File: config.mk
export PLATFORM = sky130hd
export DESIGN_NAME = imem_boot_loader
export DESIGN_NICKNAME = d
export VERILOG_FILES = /design/src/rtl/imem_loader_pkg.sv /design/src/rtl/imem_boot_loader_byte_packer.sv /design/src/rtl/imem_boot_loader.sv
export SDC_FILE = /design/constraint.sdc
export NUM_CORES = 1
export LEC_CHECK = 0
export CORE_AREA = 2 2 213 110
export CTS_CLUSTER_DIAMETER = 50
export DETAILED_ROUTE_END_ITERATION = 6
export DIE_AREA = 0 0 215 112
export PLACE_DENSITY_LB_ADDON = 0.05
export SYNTH_ARGS = -nofsm -noshare
export SYNTH_HDL_FRONTEND = slang
export SYNTH_SLANG_ARGS = --single-unit
File: constraint.sdc
create_clock -name i_clk -period 4.35 [get_ports i_clk]
set_input_delay 0.87 -clock i_clk [delete_from_list [all_inputs] [get_ports i_clk]]
set_output_delay 0.87 -clock i_clk [all_outputs]
set_load 0.05 [all_outputs]
File: src/rtl/imem_loader_pkg.sv
// Shared definitions for the instruction-memory boot loader: FSM state
// encoding and the basic geometry of the incoming image (byte-wide stream,
// 32-bit words, 16-bit word-count header).
package imem_loader_pkg;

    typedef enum logic [2:0] {
        ST_IDLE   = 3'd0,
        ST_LEN_HI = 3'd1,
        ST_LEN_LO = 3'd2,
        ST_LOAD   = 3'd3,
        ST_CSUM   = 3'd4,
        ST_DONE   = 3'd5,
        ST_ERR    = 3'd6
    } loader_state_t;

    localparam int WORD_BYTES = 4;
    localparam int LEN_W      = 16;

endpackage

File: src/rtl/imem_boot_loader_byte_packer.sv
// byte_packer: collects four bytes, most significant first, into a 32-bit
// word and presents it with a one-cycle word_valid strobe on the cycle after
// the fourth byte arrives. The finished word stays on o_word afterwards so
// the memory data bus does not toggle between writes.
module byte_packer
    import imem_loader_pkg::*;
(
    input  logic        i_clk,
    input  logic        i_rst_n,
    input  logic        i_clear,
    input  logic        i_byte_valid,
    input  logic [7:0]  i_byte,
    output logic [1:0]  o_cnt,
    output logic        o_word_valid,
    output logic [31:0] o_word
);

    localparam logic [1:0] LAST_IDX = 2'(WORD_BYTES - 1);

    logic [23:0] r_shift;
    logic [1:0]  r_cnt;
    logic        r_word_valid;
    logic [31:0] r_word;

    // Shift bytes in; on the fourth byte publish the assembled word for one cycle.
    always_ff @(posedge i_clk or negedge i_rst_n) begin
        if (!i_rst_n) begin
            r_shift      <= 24'h000000;
            r_cnt        <= 2'd0;
            r_word_valid <= 1'b0;
            r_word       <= 32'h00000000;
        end else if (i_clear) begin
            r_shift      <= 24'h000000;
            r_cnt        <= 2'd0;
            r_word_valid <= 1'b0;
        end else if (i_byte_valid) begin
            if (r_cnt == LAST_IDX) begin
                r_word       <= {r_shift, i_byte};
                r_word_valid <= 1'b1;
                r_shift      <= 24'h000000;
            end else begin
                r_shift      <= {r_shift[15:0], i_byte};
                r_word_valid <= 1'b0;
            end
            r_cnt <= r_cnt + 2'd1;
        end else begin
            r_word_valid <= 1'b0;
        end
    end

    assign o_cnt        = r_cnt;
    assign o_word_valid = r_word_valid;
    assign o_word       = r_word;

endmodule

File: src/rtl/imem_boot_loader.sv
// imem_boot_loader: receives a program image over a byte valid/ready stream
// (16-bit big-endian word count, then the words big-endian), writes it into
// instruction memory from BASE_ADDR upwards and holds the core in reset until
// the whole image is in place.
// Optional build macro IMEM_LOADER_CHECKSUM_EN: the image is followed by one
// byte equal to the XOR of all payload bytes; a mismatch ends in the error state.
module imem_boot_loader
    import imem_loader_pkg::*;
#(
    parameter int                ADDR_W     = 32,
    parameter logic [ADDR_W-1:0] BASE_ADDR  = {ADDR_W{1'b0}},
    parameter int                DEPTH      = 256,
    parameter bit                AUTO_START = 1'b1
)
(
    input  logic              i_clk,
    input  logic              i_rst_n,
    input  logic              i_start,
    input  logic              i_rx_valid,
    input  logic [7:0]        i_rx_data,
    output logic              o_rx_ready,
    output logic              o_wr_en,
    output logic [ADDR_W-1:0] o_wr_addr,
    output logic [31:0]       o_wr_data,
    output logic              o_core_rst_n,
    output logic              o_done,
    output logic              o_err
);

    localparam logic [LEN_W:0]    DEPTH_L   = (LEN_W + 1)'(DEPTH);
    localparam logic [LEN_W-1:0]  LEN_ONE   = LEN_W'(1);
    localparam logic [1:0]        LAST_IDX  = 2'(WORD_BYTES - 1);
    localparam logic [ADDR_W-1:0] ADDR_STEP = ADDR_W'(WORD_BYTES);

    loader_state_t     r_state;
    logic [LEN_W-1:0]  r_len;
    logic [LEN_W-1:0]  r_word_cnt;
    logic [ADDR_W-1:0] r_addr;
    logic              r_rx_ready;
    logic              r_done;
    logic              r_err;
    logic              r_core_rst_n;
`ifdef IMEM_LOADER_CHECKSUM_EN
    logic [7:0]        r_csum;
`endif

    logic              w_accept;
    logic              w_restart;
    logic              w_pack_valid;
    logic [1:0]        w_pack_cnt;
    logic              w_word_valid;
    logic [31:0]       w_word;
    logic [LEN_W-1:0]  w_len_full;
    logic [LEN_W-1:0]  w_word_cnt_inc;
    logic              w_last_byte;

    assign w_accept       = i_rx_valid && r_rx_ready;
    assign w_restart      = i_start && ((r_state == ST_IDLE) || (r_state == ST_DONE) || (r_state == ST_ERR));
    assign w_pack_valid   = w_accept && (r_state == ST_LOAD);
    assign w_len_full     = {r_len[LEN_W-1:8], i_rx_data};
    assign w_word_cnt_inc = r_word_cnt + LEN_ONE;
    // Fourth byte of the final word: stop accepting until the write has retired.
    assign w_last_byte    = w_pack_valid && (w_pack_cnt == LAST_IDX) && (r_word_cnt == (r_len - LEN_ONE));

    byte_packer u_packer (
        .i_clk        (i_clk),
        .i_rst_n      (i_rst_n),
        .i_clear      (w_restart),
        .i_byte_valid (w_pack_valid),
        .i_byte       (i_rx_data),
        .o_cnt        (w_pack_cnt),
        .o_word_valid (w_word_valid),
        .o_word       (w_word)
    );

    // Loader FSM with its counters and all registered status outputs.
    always_ff @(posedge i_clk or negedge i_rst_n) begin
        if (!i_rst_n) begin
            r_state      <= AUTO_START ? ST_LEN_HI : ST_IDLE;
            r_len        <= {LEN_W{1'b0}};
            r_word_cnt   <= {LEN_W{1'b0}};
            r_addr       <= BASE_ADDR;
            r_rx_ready   <= 1'b0;
            r_done       <= 1'b0;
            r_err        <= 1'b0;
            r_core_rst_n <= 1'b0;
`ifdef IMEM_LOADER_CHECKSUM_EN
            r_csum       <= 8'h00;
`endif
        end else if (w_restart) begin
            r_state      <= ST_LEN_HI;
            r_len        <= {LEN_W{1'b0}};
            r_word_cnt   <= {LEN_W{1'b0}};
            r_addr       <= BASE_ADDR;
            r_rx_ready   <= 1'b1;
            r_done       <= 1'b0;
            r_err        <= 1'b0;
            r_core_rst_n <= 1'b0;
`ifdef IMEM_LOADER_CHECKSUM_EN
            r_csum       <= 8'h00;
`endif
        end else begin
            case (r_state)
                ST_IDLE: begin
                    r_rx_ready <= 1'b0;
                end
                ST_LEN_HI: begin
                    // Coming out of reset ready is still low; raise it here.
                    if (w_accept) begin
                        r_len   <= {i_rx_data, 8'h00};
                        r_state <= ST_LEN_LO;
                    end else begin
                        r_rx_ready <= 1'b1;
                    end
                end
                ST_LEN_LO: begin
                    if (w_accept) begin
                        r_len <= w_len_full;
                        if (w_len_full == {LEN_W{1'b0}}) begin
                            r_state      <= ST_DONE;
                            r_rx_ready   <= 1'b0;
                            r_done       <= 1'b1;
                            r_core_rst_n <= 1'b1;
                        end else if ({1'b0, w_len_full} > DEPTH_L) begin
                            r_state    <= ST_ERR;
                            r_rx_ready <= 1'b0;
                            r_err      <= 1'b1;
                        end else begin
                            r_state <= ST_LOAD;
                        end
                    end
                end
                ST_LOAD: begin
                    if (w_last_byte) begin
                        r_rx_ready <= 1'b0;
                    end
`ifdef IMEM_LOADER_CHECKSUM_EN
                    if (w_pack_valid) begin
                        r_csum <= r_csum ^ i_rx_data;
                    end
`endif
                    if (w_word_valid) begin
                        r_word_cnt <= w_word_cnt_inc;
                        r_addr     <= r_addr + ADDR_STEP;
                        if (w_word_cnt_inc == r_len) begin
`ifdef IMEM_LOADER_CHECKSUM_EN
                            r_state    <= ST_CSUM;
                            r_rx_ready <= 1'b1;
`else
                            r_state      <= ST_DONE;
                            r_rx_ready   <= 1'b0;
                            r_done       <= 1'b1;
                            r_core_rst_n <= 1'b1;
`endif
                        end
                    end
                end
`ifdef IMEM_LOADER_CHECKSUM_EN
                ST_CSUM: begin
                    if (w_accept) begin
                        r_rx_ready <= 1'b0;
                        if (i_rx_data == r_csum) begin
                            r_state      <= ST_DONE;
                            r_done       <= 1'b1;
                            r_core_rst_n <= 1'b1;
                        end else begin
                            r_state <= ST_ERR;
                            r_err   <= 1'b1;
                        end
                    end
                end
`endif
                ST_DONE: begin
                    r_rx_ready <= 1'b0;
                end
                ST_ERR: begin
                    r_rx_ready <= 1'b0;
                end
                default: begin
                    // Unreachable encoding: park safely with the core held in reset.
                    r_state      <= ST_ERR;
                    r_rx_ready   <= 1'b0;
                    r_done       <= 1'b0;
                    r_err        <= 1'b1;
                    r_core_rst_n <= 1'b0;
                end
            endcase
        end
    end

    assign o_rx_ready   = r_rx_ready;
    assign o_wr_en      = w_word_valid;
    assign o_wr_addr    = r_addr;
    assign o_wr_data    = w_word;
    assign o_core_rst_n = r_core_rst_n;
    assign o_done       = r_done;
    assign o_err        = r_err;

endmodule
# After elaboration in Yosys (flattened, before gate mapping)
# Index checks and enable logic that the tools add are counted.
word_totals:
  regBits: 129
  latch_bits: 0
  romBits: 0
  ramBits: 0
  memories: 0
  inputBits: 12
classes:
  n_eq_ne: 21
  mux: 46
  mul: 0
  div: 0
  order_cmp: 1
  n_shift: 0
  addsub: 4
  bitwise_logic: 1
  reduce_logical: 26
op_table:
  columns: ["cell", "count"]
  rows:
  - ["$mux 32", 3]
  - ["$mux 16", 5]
  - ["$mux 24", 3]
  - ["$add 32x3->32 const B", 1]
  - ["$eq 16x16->1", 2]
  - ["$pmux 16 s2", 1]
  - ["$mux 3", 7]
  - ["$mux 1", 20]
  - ["$ne 3x2->1 const B", 6]
  - ["$add 16x1->16 const B", 1]
  - ["$gt 16x9->1 const B", 1]
  - ["$logic_not 16->1", 1]
  - ["$sub 16x1->16 const B", 1]
  - ["$pmux 3 s4", 1]
  - ["$reduce_and 3->1", 4]
  - ["$reduce_and 5->1", 2]
  - ["$reduce_bool 2->1", 5]
  - ["$mux 8", 1]
  - ["$ne 2x1->1 const B", 4]
  - ["$eq 3x2->1 const B", 2]
  - ["$eq 3x3->1 const B", 2]
  - ["$ne 3x1->1 const B", 2]
  - ["$pmux 1 s3", 2]
  - ["$logic_and 1x1->1", 5]
  - ["other kinds (15)", 17]

# Longest topological paths before layout
# Gate-level depths: netlist of run 1.
depth:
  depth_word: 9
  depth_mapped: 9
  depth_no_buf: 9

# Cells and area by module
# A second synthesis of run 1 with hierarchy kept.
unflattened:
  hier_cells: 741
  hier_area_um2: 7091.8
modules_own_cells:
  columns: ["mod", "seq_area_each_um2", "cells_each", "area_per_inst_um2", "n_inst"]
  rows:
  - ["imem_boot_loader", 1702.9, 557, 4548.1, 1]
  - ["byte_packer", 1476.4, 184, 2543.7, 1]

# Least setup slack after synthesis of run 1
# No wires, ideal clock.
synth_path:
  kind: "input to register"
  startpoint: "in i_rx_valid"
  endpoint: "reg r_rx_ready, in the netlist o_rx_ready"
  path_slack_ns: 1.863
  stages: 7
  arrival_time_ns: 2.366
  n_path_buf: 0
  required_ns: 4.229
  cell_sequence: "nand3b_4 -> nor2_1 -> nand2_1 -> or4_1 -> nor4bb_1 -> nand4_1 -> a22o_1"
synth_via:
  elab_chain_cells: 9
  word_cells_on_any_way: 12
synth_rtl:
  columns: ["element", "line_no", "rtl"]
  rows:
  - ["start: declaration", "imem_boot_loader.sv:19", "input logic i_rx_valid,"]
  - ["$logic_and 1x1->1 (*)", "imem_boot_loader.sv:57", "assign w_accept = i_rx_valid && r_rx_ready;"]
  - ["$logic_and 1x1->1", "imem_boot_loader.sv:59", "assign w_pack_valid = w_accept && (r_state == ST_LOAD);"]
  - ["$logic_and 1x1->1 (2 in series)", "imem_boot_loader.sv:63", "assign w_last_byte = w_pack_valid && (w_pack_cnt == LAST_IDX) && (r_word_cnt == (r_len - LEN_ONE));"]
  - ["$mux 1", "imem_boot_loader.sv:134", "if (w_last_byte) begin"]
  - ["$mux 1", "imem_boot_loader.sv:145", "if (w_word_cnt_inc == r_len) begin"]
  - ["$mux 1", "imem_boot_loader.sv:142", "if (w_word_valid) begin"]
  - ["$pmux 1 s3", "imem_boot_loader.sv:103", "case (r_state)"]
  - ["$mux 1", "imem_boot_loader.sv:90", "end else if (w_restart) begin"]
  - ["end signal: assignment", "imem_boot_loader.sv:95", "r_rx_ready <= 1'b1;"]
  - ["end signal: assignment", "imem_boot_loader.sv:105", "r_rx_ready <= 1'b0;"]
  - ["end signal: assignment", "imem_boot_loader.sv:151", "r_rx_ready <= 1'b0;"]
  - ["end: declaration", "imem_boot_loader.sv:39", "logic r_rx_ready;"]
# Every way passes the cells marked *; elsewhere a longest branch is shown, timed or not.
# A chain may end at the register's enable or synchronous reset.

# Worst setup path after layout of run 1
layout_path:
  startpoint: "reg r_len[0]"
  endpoint: "reg r_rx_ready, in the netlist o_rx_ready"
layout_via:
  elab_chain_cells: 8
  word_cells_on_any_way: 9
layout_rtl:
  columns: ["element", "line_no", "rtl"]
  rows:
  - ["start: declaration", "imem_boot_loader.sv:36", "logic [LEN_W-1:0] r_len;"]
  - ["start signal: assignment", "imem_boot_loader.sv:80", "r_len <= {LEN_W{1'b0}};"]
  - ["start signal: assignment", "imem_boot_loader.sv:92", "r_len <= {LEN_W{1'b0}};"]
  - ["start signal: assignment", "imem_boot_loader.sv:110", "r_len <= {i_rx_data, 8'h00};"]
  - ["$sub 16x1->16", "imem_boot_loader.sv:63", null]
  - ["$eq 16x16->1", "imem_boot_loader.sv:63", null]
  - ["$logic_and 1x1->1", "imem_boot_loader.sv:63", null]
  - ["$mux 1", "imem_boot_loader.sv:134", null]
  - ["$mux 1", "imem_boot_loader.sv:145", null]
  - ["$mux 1 (*)", "imem_boot_loader.sv:142", null]
  - ["$pmux 1 s3 (*)", "imem_boot_loader.sv:103", null]
  - ["$mux 1 (*)", "imem_boot_loader.sv:90", null]
# Marked as above.

==> reports/results.ini, run 1 <==
[critical_path]
worstSetupPathType=reg2reg
critPathArrivalTime_ps=3310
cp_num_buf_inv=1
crit_slowest_cell=nor4b_1
cp-start-kind=flip-flop
reg2reg_slack_ps=1350
reg2reg_to=o_rx_ready$_DFFE_PN0P_
path_cells=inv_1 -> ha_1 -> nor4b_1 -> and3_1 -> xnor2_1 -> mux2i_1 -> nor4bb_1 -> nand4_1 -> a22o_1
critPathTopFamily=simple AND/OR/NAND/NOR gates
r2r_cells=9
r2r-start=r_len[0]$_DFFE_PN0P_
required_ps=4660
cp_max_fo=6
end_kind=flip-flop
critical-path-max-stage-delay_ps=690

[global_route]
grt_pass1_wl_mm=29.2
grt_pass1_vias=4880
overflow=0
track_usage=0.160
antenna_found_initial=0
grt_max_degree=128

[power_and_ir_drop]
cellLeakagePower_nw=3.54
pwr_density_cell_nw_per_um2=648
ir_worst_vdd_uv=265

[final_layout]
nNetsFinal=740
syn_to_final_growth_pct=25.1
final_area_um2=8220
layout-drive-gt1-share=0.114
fillers=2282
diodes=0

[timing]
tightestPinTransition_ps=1070
rsz0062_at_grt=no
finalSetupViolCount=0
clock.fmax_mhz=333
final.setup_skew_ps=11.7
finalSetupTns_ps=0
report.final.slew_viol_count=0
hold_violations=0
max_slew_margin=0.277
layout_min_cycle_time_ps=3000
timing.final.crit_share=0.690

[drt]
routed_wl_mm=18.2
ant_nets=0
drc=0
routed-via-count=5044
drt_iter0_markers=376
detailedRoute.firstPassIterationCount=5
vias_per_cell=4.84
drt-wirelength-per-cell_um=17.5

[worst_hold_path]
min_from=o_err$_DFFE_PN0P_
hold_class=reg2reg
min_to=o_err$_DFFE_PN0P_
worstHoldPathCells=2

[cts]
cts_made_buffers=17
cts_tree=yes
htreeDepth=4
post_cts_resized=0
path_clk_slew_ps=60
hold_buffers=0
cts_setup_buffers=0
clk_latency_ps=430
clk_path_buf_depth=2
clkSinkCount=127
cts_root_buf=clkbuf_16

[yosys]
yosys_register_bits=127
ys.flop_type=dfrtp_1
synth_cell_types=67
postSynthCellCount=653
yosys_warnings=0
postSynth.asyncResetShare=1.00
synth-edff-count=0
ys_seq_area_frac=0.484
syn_area_um2=6570
synth.avg_cell_area_um2=10.1

[placement]
io_buffers=78
dpl.hpwl_mm=13.0
place_area_um2=7610
globalplace.congestion=0.822

[die]
die_h_um=112
io_pins=81
coreArea_um2=22300
rows=39
initial_utilization=0.294
design.die.area_um2=24100
die_w_um=215

[run_status]
status=finished, final reports clean

[job]
maxCapViolations=0

-- power by group --
| group | internal (mW) | switching [mW] | total, mW |
|---|---|---|---|
| logic | 0.824 | 1.28 | 2.10 |
| clock network | 0.970 | 0.518 | 1.49 |
| registers | 1.39 | 0.345 | 1.74 |
| total | 3.19 | 2.14 | 5.33 |
-- kinds of logic after synthesis --
| logic type | after synthesis | share of synthesized area |
|---|---|---|
| DFF | 127 | 0.484 |
| AOI/OAI and AO/OA | 114 | 0.117 |
| adders and majority gates | 5 | 0.00915 |
| xor gates and xnor gates | 68 | 0.0907 |
| and+or+nand+nor | 253 | 0.197 |
| other | 1 | 0.000571 |
| buffers and inverters | 50 | 0.0415 |
| muxes | 35 | 0.0596 |
-- how the worst max path moves through the flow --
stage                               from                     end  slack [ps]  depth (start not counted)
floorplan                     i_rx_valid  o_rx_ready$_DFFE_PN0P_        1860                          7
global placement              i_rx_valid  o_rx_ready$_DFFE_PN0P_        1130                          8
detailed placement            i_rx_valid  o_rx_ready$_DFFE_PN0P_        1040                          8
CTS                 r_len[0]$_DFFE_PN0P_  o_rx_ready$_DFFE_PN0P_        1410                          9
global route        r_len[0]$_DFFE_PN0P_  o_rx_ready$_DFFE_PN0P_        1110                          9
finish              r_len[0]$_DFFE_PN0P_  o_rx_ready$_DFFE_PN0P_        1350                          9
-- registers in the layout, indices dropped and copies added (netlist names) --
signal	flops
o_core_rst_n	1
o_err	1
o_rx_ready	1
o_wr_addr	30
r_len	16
r_state	3
r_word_cnt	16
u_packer.o_cnt	2
u_packer.o_word	32
u_packer.o_word_valid	1
u_packer.r_shift	24
-- per-stage QoR --
step / hold slack (ps) / std cells / setup WS [ps] / util / total power, mW
after CTS: 499 / 1042 / 1410 / 0.368 / 5.38
after floorplan: 454 / 654 / 1860 / - / 3.22
after global routing: 513 / 1042 / 1110 / 0.368 / 5.67
after global placement: 473 / 1012 / 1130 / 0.340 / 3.84
after detailed placement: 488 / 1012 / 1040 / 0.340 / 3.85
final: 491 / 1042 / 1350 / 0.368 / 5.33
-- layout by cell type, fill, tap and decap left out, types with 11 or more instances in the layout --
master / synthesis / layout
a21oi_1: 11 / 11
xnor2_1: 34 / 34
nand4_1: 15 / 15
clkdlybuf4s50_1: 0 / 77
xor2_1: 34 / 34
nor2_1: 66 / 66
a22o_1: 24 / 24
o21ai_0: 35 / 35
nand2_1: 74 / 74
nand3_1: 24 / 24
mux2_2: 33 / 33
inv_1: 13 / 13
dfrtp_1: 126 / 126
clkbuf_16: 0 / 17
-- synthesized netlist by cell type, types with 3 or more instances --
cell type  number  share of area
a211oi_1        3         0.0034
a21o_1          3         0.0034
a21oi_1        11         0.0084
a22o_1         24          0.032
a31oi_1         4         0.0038
and2_1          3         0.0029
and3_1          8         0.0076
and4_1          3         0.0040
buf_2           3         0.0023
buf_4           3         0.0034
buf_6           4         0.0069
clkbuf_1       22          0.013
clkbuf_8        4         0.0084
dfrtp_1       126           0.48
ha_1            4         0.0076
inv_1          13         0.0074
mux2_2         33          0.057
nand2_1        74          0.042
nand2b_1        4         0.0038
nand3_1        24          0.018
nand3b_1        5         0.0057
nand4_1        15          0.014
nor2_1         66          0.038
nor2b_1         5         0.0048
nor3_1          9         0.0069
nor3b_1         4         0.0046
nor4_1          7         0.0067
o21ai_0        35          0.027
o21ai_1         8         0.0061
o31ai_1        10          0.011
or3_1           5         0.0048
xnor2_1        34          0.045
xor2_1         34          0.045
-- worst reg2reg max path: cells and delay by family (launching register included) --
| kind | cells | cell delay (ps) |
|---|---|---|
| buffers and inverters | 1 | 100 |
| muxes | 1 | 300 |
| and+or+nand+nor | 4 | 1470 |
| adders and majority gates | 1 | 200 |
| xor gates and xnor gates | 1 | 140 |
| DFF | 1 | 430 |
| AOI/OAI and AO/OA | 1 | 270 |
-- layer usage --
| metal | wire length [µm] | share of wire | GRT usage | vias to the layer above |
|---|---|---|---|---|
| met2 | 6570 | 0.36 | 0.183 | 92 |
| met5 | 0 | 0 | 0 | - |
| met1 | 10600 | 0.58 | 0.271 | 2502 |
| li1 | - | - | - | 2439 |
| met3 | 906 | 0.050 | 0.0470 | 11 |
| met4 | 163 | 0.0089 | 0.0441 | 0 |
-- final cells by class --
cell class,instances,area (µm²),area share
Clock inverter,5,103,0.0125
Timing Repair Buffer,88,866,0.105
Inverter,13,48.8,0.00594
Multi-Input combinational cell,477,3130,0.381
Sequential cell,127,3180,0.387
Tap cell,307,384,0.0468
Clock buffer,25,505,0.0615
Power figures use the tool's default switching activity.
==> inputs of run 2 (changes only) <==
Clock period 4.35 ns to 3 ns, I/O delays scaled along.
==> run 2 against run 1 <==
Effect of this change: total power up 49%; cell area up 2.2%; clock power grew 44%; utilization increased by 0.82 points; final cell count up 2.3%; critical path type unchanged; register-to-register slack worse by 1000 ps; combinational power is 56% higher; die area unchanged; count of clock-buffer cells in the layout decreased by 4.
==> reports/results.ini, run 2 (synthesized netlist as in run 1, its figures left out) <==
[die]
rows=39  ; unchanged
io_pins=81  ; unchanged
coreArea_um2=22300  ; unchanged
initial_utilization=0.294  ; unchanged
design.die.area_um2=24100  ; unchanged
die_h_um=112  ; unchanged
die_w_um=215  ; unchanged

[global_route]
grt_pass1_wl_mm=30.0  ; +2.6%
track_usage=0.164  ; +0.00395
grt_pass1_vias=4954  ; +1.5%
overflow=0  ; unchanged
grt_max_degree=53  ; -59%
antenna_found_initial=0  ; unchanged

[cts]
path_clk_slew_ps=60  ; about the same
clk_path_buf_depth=2  ; unchanged
cts_tree=yes
cts_root_buf=clkbuf_16
clk_latency_ps=430  ; about the same
cts_setup_buffers=0  ; unchanged
htreeDepth=4  ; unchanged
clkSinkCount=127  ; unchanged
hold_buffers=0  ; unchanged
cts_made_buffers=17  ; unchanged
post_cts_resized=0  ; unchanged

[drt]
drt-wirelength-per-cell_um=17.6  ; +0.47%
routed_wl_mm=18.7  ; +2.8%
routed-via-count=5177  ; +2.6%
drt_iter0_markers=491  ; +31%
vias_per_cell=4.86  ; +0.33%
ant_nets=0  ; unchanged
detailedRoute.firstPassIterationCount=5  ; unchanged
drc=0  ; unchanged

[timing]
max_slew_margin=0.608  ; +0.331
tightestPinTransition_ps=582  ; -492 ps
finalSetupViolCount=0  ; unchanged
clock.fmax_mhz=373  ; +12%
rsz0062_at_grt=no
finalSetupTns_ps=0  ; unchanged
hold_slack_ps=112  ; -379 ps
final.setup_skew_ps=7.84  ; -3.82 ps
layout_min_cycle_time_ps=2680  ; -316 ps
timing.final.crit_share=0.895  ; +0.205
report.final.slew_viol_count=0  ; unchanged
hold_violations=0  ; unchanged
fin_ws_ps=316  ; -1030 ps

[critical_path]
worstSetupPathType=reg2reg
end_kind=flip-flop
reg2reg_to=o_rx_ready$_DFFE_PN0P_
reg2reg_slack_ps=320  ; -1030 ps
startpoint=r_len[0]$_DFFE_PN0P_
critical-path-max-stage-delay_ps=440  ; -250 ps
cp_max_fo=6  ; unchanged
r2r_cells=10  ; +1
crit_end=o_rx_ready$_DFFE_PN0P_
cp-start-kind=flip-flop
path_cells=inv_1 -> ha_1 -> nor4b_1 -> buf_4 -> nand4b_1 -> mux2_2 -> o21ai_0 -> o2bb2ai_1 -> nand4_1 -> a22o_1
required_ps=3320  ; -1340 ps
crit_slowest_cell=dfrtp_1
critPathArrivalTime_ps=3000  ; -310 ps
r2r-start=r_len[0]$_DFFE_PN0P_

[final_layout]
diodes=0  ; unchanged
syn_to_final_growth_pct=27.9
nNetsFinal=763  ; +3.1%
final_common_cell=dfrtp_1
mostFrequentLayoutCells=dfrtp_1 (126), clkdlybuf4s50_1 (77), nand2_1 (74), nor2_1 (66), o21ai_0 (35)
layout-drive-gt1-share=0.145  ; +0.0306
multiInputGateArea_um2=3130  ; unchanged
largest_register_ffs=32  ; unchanged
fillers=2230  ; -2.3%
regArea_um2=3180  ; unchanged

[power_and_ir_drop]
ir_worst_vdd_uv=339  ; +28%
cellLeakagePower_nw=3.65  ; +3.3%
pwr_density_cell_nw_per_um2=943  ; +45%
finalPower_mw=7.92  ; +49%

[placement]
dpl.hpwl_mm=13.8  ; +5.7%
place_ws_ps=114  ; -931 ps
globalplace.congestion=0.866  ; +5.4%
io_buffers=78  ; unchanged

[worst_hold_path]
hold_class=in2async

[job]
maxCapViolations=0  ; unchanged

[run_status]
status=finished, final reports clean

## run 2: how the worst min path moves through the flow
stage / end / slack (ps) / cells after the start
global route: u_packer.o_word[6]$_DFFE_PN0P_ / 130 / 1
CTS: u_packer.o_word[6]$_DFFE_PN0P_ / 110 / 1
finish: u_packer.o_word[6]$_DFFE_PN0P_ / 110 / 1
global placement: u_packer.o_cnt[0]$_DFFE_PN0P_ / 470 / 1
detailed placement: u_packer.r_shift[16]$_DFFE_PN0P_ / 490 / 1
floorplan: o_core_rst_n$_DFFE_PN0P_ / 300 / 0
## run 2: area by class of cell
cell class,count,share of cell area
sequential,127,0.379
inverter,13,0.00581
clock buffer,21,0.0560
clock inverter,10,0.0162
tap,307,0.0457
timing repair buffer,111,0.125
multi-input combinational,477,0.373
## run 2: power breakdown
group | total [mW] | leakage (nW) | switching (mW) | internal [mW]
sequential | 2.48 | 1.74 | 0.464 | 2.02
combinational | 3.28 | 1.62 | 1.95 | 1.33
clock | 2.15 | 0.291 | 0.792 | 1.36
## run 2: per-stage QoR
step	cell area (µm²)	instances	utilization
floorplan	6570	654	-
global placement	7790	1035	0.349
detailed placement	7790	1035	0.349
CTS	8400	1066	0.376
global route	8400	1066	0.376
finish	8400	1066	0.376
## run 2: worst max-delay path: cells and delay by family, from the launching register on
kind,cells,cell delay (ps)
and+or+nand+nor,3,670
AOI/OAI and AO/OA,3,620
DFF,1,440
muxes,1,330
buffers and inverters,2,310
adders and majority gates,1,210
## run 2: metal layers
layer | vias to the layer above | global-route usage | wire, µm
met3 | 7 | 0.0560 | 1010
met5 | - | 0 | 0
met4 | 0 | 0.0317 | 107
li1 | 2477 | - | -
met2 | 94 | 0.192 | 6730
met1 | 2599 | 0.274 | 10900
